==> config.mk <==
export PLATFORM = sky130hd
export DESIGN_NAME = gpr_exec_unit
export DESIGN_NICKNAME = d
export VERILOG_FILES = /design/src/rtl/gpr_exec_unit.sv
export SDC_FILE = /design/constraint.sdc
export NUM_CORES = 1
export LEC_CHECK = 0
export CORE_ASPECT_RATIO = 0.8
export CORE_UTILIZATION = 30
export DETAILED_ROUTE_END_ITERATION = 8
export RECOVER_POWER = 100
export SYNTH_ARGS = -nofsm -noshare
export SYNTH_HDL_FRONTEND = slang
export SYNTH_SLANG_ARGS = --single-unit
==> constraint.sdc <==
create_clock -name clk -period 5.41 [get_ports clk]
set_input_delay 1.3525 -clock clk [delete_from_list [all_inputs] [get_ports clk]]
set_output_delay 1.3525 -clock clk [all_outputs]
set_load 0.01 [all_outputs]
==> src/rtl/gpr_exec_unit.sv <==
// Multi-cycle execute unit: GPR bank, special register (mul high half) and status flags.
// Single-cycle mov/add/sub, shift-add multiplier one bit per cycle, illegal-opcode detect.
module gpr_exec_unit #(
  parameter int DATA_W     = 16,
  parameter int GPR_DEPTH  = 32,
  parameter bit IMM_SIGNED = 1'b0
) (
  input  logic              clk,
  input  logic              sys_rst,
  input  logic              instr_valid,
  output logic              instr_ready,
  input  logic [31:0]       instr_in,
  output logic              done,
  output logic              illegal,
  output logic [3:0]        flags,
  input  logic [4:0]        dbg_addr,
  output logic [DATA_W-1:0] dbg_data,
  output logic [DATA_W-1:0] sgpr
);

  localparam logic [1:0] S_IDLE = 2'd0;
  localparam logic [1:0] S_EXEC = 2'd1;
  localparam logic [1:0] S_MUL  = 2'd2;

  localparam logic [4:0] OP_MOVSGPR = 5'd0;
  localparam logic [4:0] OP_MOV     = 5'd1;
  localparam logic [4:0] OP_ADD     = 5'd2;
  localparam logic [4:0] OP_SUB     = 5'd3;
  localparam logic [4:0] OP_MUL     = 5'd4;

  localparam int              CNT_W    = $clog2(DATA_W);
  localparam logic [CNT_W-1:0] CNT_LAST = CNT_W'(DATA_W - 1);

  logic [1:0]          state;
  logic [4:0]          op;
  logic [4:0]          rdst;
  logic                imm_mode;
  logic [DATA_W-1:0]   op_a, op_b;
  logic [CNT_W-1:0]    cnt;
  logic [2*DATA_W-1:0] prod, prod_nxt;
  logic [DATA_W:0]     mul_add;

  // Entries at or above GPR_DEPTH are never written and stay at their reset value 0,
  // so out-of-range reads return 0 and out-of-range writes vanish.
  logic [DATA_W-1:0]   regs [32];

  logic                issue;
  logic [DATA_W-1:0]   imm_ext, b_nxt;
  logic [DATA_W:0]     sum, diff;

  logic                wr_en, sgpr_we, flag_we;
  logic [DATA_W-1:0]   wr_data;
  logic [3:0]          flag_nxt;

  assign instr_ready = (state == S_IDLE);
  assign issue       = instr_valid & instr_ready;
  assign dbg_data    = regs[dbg_addr];

  assign imm_ext = IMM_SIGNED ? DATA_W'($signed(instr_in[15:0])) : DATA_W'(instr_in[15:0]);
  assign b_nxt   = instr_in[16] ? imm_ext : regs[instr_in[15:11]];

  assign sum  = {1'b0, op_a} + {1'b0, op_b};
  assign diff = {1'b0, op_a} - {1'b0, op_b};

  // Multiplier in low half of prod is consumed LSB first while partial sums enter the top.
  assign mul_add  = {1'b0, prod[2*DATA_W-1:DATA_W]} + (prod[0] ? {1'b0, op_a} : '0);
  assign prod_nxt = {mul_add, prod[DATA_W-1:1]};

  always_comb begin
    wr_en    = 1'b0;
    sgpr_we  = 1'b0;
    flag_we  = 1'b0;
    wr_data  = '0;
    flag_nxt = flags;
    if (state == S_EXEC) begin
      case (op)
        OP_MOVSGPR: begin
          wr_en = 1'b1; flag_we = 1'b1; wr_data = sgpr;
          flag_nxt = {sgpr[DATA_W-1], sgpr == '0, 2'b00};
        end
        OP_MOV: begin
          wr_en = 1'b1; flag_we = 1'b1;
          wr_data = imm_mode ? op_b : op_a;
          flag_nxt = {wr_data[DATA_W-1], wr_data == '0, 2'b00};
        end
        OP_ADD: begin
          wr_en = 1'b1; flag_we = 1'b1; wr_data = sum[DATA_W-1:0];
          flag_nxt = {wr_data[DATA_W-1], wr_data == '0, sum[DATA_W],
                      (op_a[DATA_W-1] == op_b[DATA_W-1]) && (wr_data[DATA_W-1] != op_a[DATA_W-1])};
        end
        OP_SUB: begin
          wr_en = 1'b1; flag_we = 1'b1; wr_data = diff[DATA_W-1:0];
          flag_nxt = {wr_data[DATA_W-1], wr_data == '0, diff[DATA_W],
                      (op_a[DATA_W-1] != op_b[DATA_W-1]) && (wr_data[DATA_W-1] != op_a[DATA_W-1])};
        end
        default: ;
      endcase
    end else if (state == S_MUL && cnt == CNT_LAST) begin
      wr_en = 1'b1; sgpr_we = 1'b1; flag_we = 1'b1;
      wr_data  = prod_nxt[DATA_W-1:0];
      flag_nxt = {prod_nxt[2*DATA_W-1], prod_nxt == '0,
                  prod_nxt[2*DATA_W-1:DATA_W] != '0, 1'b0};
    end
  end

  always_ff @(posedge clk) begin
    if (sys_rst) begin
      state    <= S_IDLE;
      op       <= '0;
      rdst     <= '0;
      imm_mode <= 1'b0;
      op_a     <= '0;
      op_b     <= '0;
      cnt      <= '0;
      prod     <= '0;
      done     <= 1'b0;
      illegal  <= 1'b0;
      flags    <= '0;
      sgpr     <= '0;
      for (int i = 0; i < 32; i++) regs[i] <= '0;
    end else begin
      done    <= 1'b0;
      illegal <= 1'b0;
      case (state)
        S_IDLE: if (issue) begin
          op       <= instr_in[31:27];
          rdst     <= instr_in[26:22];
          imm_mode <= instr_in[16];
          op_a     <= regs[instr_in[21:17]];
          op_b     <= b_nxt;
          prod     <= {{DATA_W{1'b0}}, b_nxt};
          cnt      <= '0;
          state    <= (instr_in[31:27] == OP_MUL) ? S_MUL : S_EXEC;
        end
        S_EXEC: begin
          state   <= S_IDLE;
          done    <= 1'b1;
          illegal <= (op > OP_MUL);
        end
        S_MUL: begin
          prod <= prod_nxt;
          cnt  <= cnt + 1'b1;
          if (cnt == CNT_LAST) begin
            state <= S_IDLE;
            done  <= 1'b1;
          end
        end
        default: state <= S_IDLE;
      endcase
      if (flag_we) flags <= flag_nxt;
      if (sgpr_we) sgpr  <= prod_nxt[2*DATA_W-1:DATA_W];
      for (int i = 0; i < GPR_DEPTH; i++)
        if (wr_en && rdst == 5'(i)) regs[i] <= wr_data;
    end
  end

endmodule

==> out/metrics.yaml <==
status: "complete, but fails checks"
violations: "capacitance limit, slew limit"
p_leak_nw: 14.1
rows: 114
critPathLaunchType: "primary input"
cts_tree: "done"
cts.clk_slew.worst_paths_ns: 0.06
synth_async_sr_flop_share_pct: 0
synth_common_cells: "edfxtp_1, mux4_2, nor2_1, clkbuf_1, nand2_1"
cp_cell_sequence: "buf_8 > buf_12 > mux4_2 > mux4_2 > mux2_2 > dlygate4sd3_1"
wl_per_cell_um: 30.4
root_buffer: "clkbuf_16"
hpwl_um: 88700
cts_setup_buffers: 0
fp.coreArea_um2: 122000
nFillCells: 11800
synth-edff-count: 512
antenna_found_initial: 3
top_usage_layer: "met2"
max_stage_delay_ns: 0.63
grtUsageTotal_pct: 21.2
netlist.area_leader.share_pct: 41.5
die_x_um: 395
drv_cap: 7
drtPass1Iterations: 6
drive_gt1_share_pct: 27.9
critPathKind: "primary input to primary output"
regToRegEndpoint: "regs[29][15]$_DFFE_PP_"
io_buffers: 78
setup_viol: 0
hp-class: "flop to flop"
wirelength_um: 133000
grt_pass1_vias: 25200
area_delta_synth_final_pct: 13.5
required_ns: 4.06
postLayoutCellArea_um2: 42000
synthesis.nets: 2753
endpoint_kind: "primary output"
p_per_area_nw_per_um2: 298
rrSetupSlack_ns: 0.39
netlist_area_um2: 37000
yosysMostFrequentCell: "edfxtp_1"
cts_buffer_depth: 3
grt_pass1_wl_um: 190000
fin_skew_ns: 0.0410
crit_start: "dbg_addr[0]"
synthesis.instances: 2657
finalWorstSetupSlack_ns: 0.145
maxSlewHeadroom_pct: -93.0
htree_levels: 3
gp_congestion: 0.943
hold_path_depth: 2
ys_ff_latch: 615
rsz0062_at_grt: "false"
crit_arrival_ns: 3.91
cp_top_family: "multiplexers"
post-place-ws_ns: 0.225
crit_fanout: 27
drc: 0
period_needed_ns: 5.27
place_area_um2: 40100
crit_cells: 6
antenna_left: 0
synth_top_cells_by_area: "edfxtp_1, mux4_2, dfxtp_1"
worst-path-buf-inv: 3
fin_crit_sh_pct: 97.3
syn_avg_cell_area_um2: 13.9
num_vias: 26400
cts_sinks: 615
start_util_pct: 30.5
chipHeight_um: 316
io_pins: 79
cts_buffers: 69
viasPerCell: 6.04
tns_ns: 0
synth_cell_types: 92
die_area_um2: 125000
reg2reg_from: "op_b[5]$_SDFFE_PP0P_"
synth_area_leader_cell: "edfxtp_1"
diodes: 0
finalMaxSlewViolations: 258
clock_latency_ns: 0.66
synth_flop_cell: "edfxtp_1"
grtUsageMet3_pct: 6.31
total_power_mw: 12.5
synth_warnings: 0
grt_use_met2_pct: 31.4
max_freq_mhz: 190
hold_viol_final: 0
reg2reg_depth: 11
peakVddDrop_uv: 265
met1_usage_pct: 28.2
gr-total-overflow: 0
grt_max_degree: 68
dr.first_iter.drc_count: 4015
postCtsResizedCells: 0
hold_buffers: 0
fin_nets: 2798
critical_path.endpoint: "dbg_data[11]"
ys_seq_area_share_pct: 47.1
slowest_stage: "dlygate4sd3_1"
worst_slew_pin_slew_ns: 2.90
cpMostUsedCell: "mux4_2"
## placed cells by master (no fill, tap or decap), drive strengths merged, types with 15 or more instances in the layout
cell type	instances
edfxtp	512
mux4	481
nor2	381
clkbuf	152
nand2	135
a21oi	132
nor3	114
dfxtp	103
buf	84
o21ai	64
inv	55
ha	53
mux2i	47
clkdlybuf4s50	37
and2	29
xnor2	28
a211oi	27
dlygate4sd3	26
clkinv	23
a22oi	22
mux2	20
nand3	17
o31ai	15
## cell type report
class                      count  area [um^2]  share of cell area, %
inverter                      54          203                  0.483
clock buffer                  89         1870                   4.46
clock inverter                35          495                   1.18
timing repair buffer         210         1700                   4.04
multi-input combinational   1752        18300                   43.5
sequential                   615        17400                   41.5
tap                         1624         2030                   4.84
## routing by layer
| layer | vias up | routed length, um |
|---|---|---|
| met2 | 1909 | 58300 |
| met4 | 4 | 7540 |
| met3 | 293 | 17000 |
| met5 | - | 25 |
| li1 | 10700 | - |
| met1 | 13500 | 50400 |
## where the power goes
part           switching, mW  internal, mW
sequential             0.192          5.31
clock                   2.11          2.87
combinational           1.16         0.888
## stage by stage
step	hold WS (ns)	util (%)	std cells
after floorplan	0.454	-	2657
after global placement	0.469	33.0	4255
after detailed placement	0.473	33.0	4255
after CTS	0.481	34.9	4379
after global routing	0.502	34.6	4379
final	0.478	34.6	4379
## cells by family (layout without fill, tap and decap cells)
group / Yosys count / in the layout / synth area share [%]
flip-flops: 615 / 615 / 47.1
multiplexers: 548 / 548 / 31.2
AND/OR/NAND/NOR: 768 / 768 / 9.48
buffers and inverters: 290 / 388 / 3.25
AO/OA/AOI/OAI: 343 / 343 / 6.15
XOR/XNOR: 37 / 37 / 0.896
adder cells (fa/ha/maj): 56 / 56 / 1.95
## sequential cells by signal, indices dropped and copies added, names as in the netlist, 5 cells and up
name and cells:
op 5, op_a 16, op_b 16, prod 32, rdst 5, regs 512
sgpr 16
## tightest hold or removal path, stage by stage, from the launching register on
cell,delay [ns]
dfxtp_1,0.32
nand2_1,0.06
a21oi_1,0.05
## worst min path at each step
stage	from	slack, ns	end
after floorplan	state[0]$_SDFFE_PP0P_	0.45	state[0]$_SDFFE_PP0P_
after global placement	state[0]$_SDFFE_PP0P_	0.47	state[0]$_SDFFE_PP0P_
after detailed placement	state[0]$_SDFFE_PP0P_	0.47	state[0]$_SDFFE_PP0P_
after CTS	state[0]$_SDFFE_PP0P_	0.48	state[0]$_SDFFE_PP0P_
after global routing	state[0]$_SDFFE_PP0P_	0.50	state[0]$_SDFFE_PP0P_
final	state[0]$_SDFFE_PP0P_	0.48	state[0]$_SDFFE_PP0P_
No activity file was read; power rests on OpenSTA's default activity.
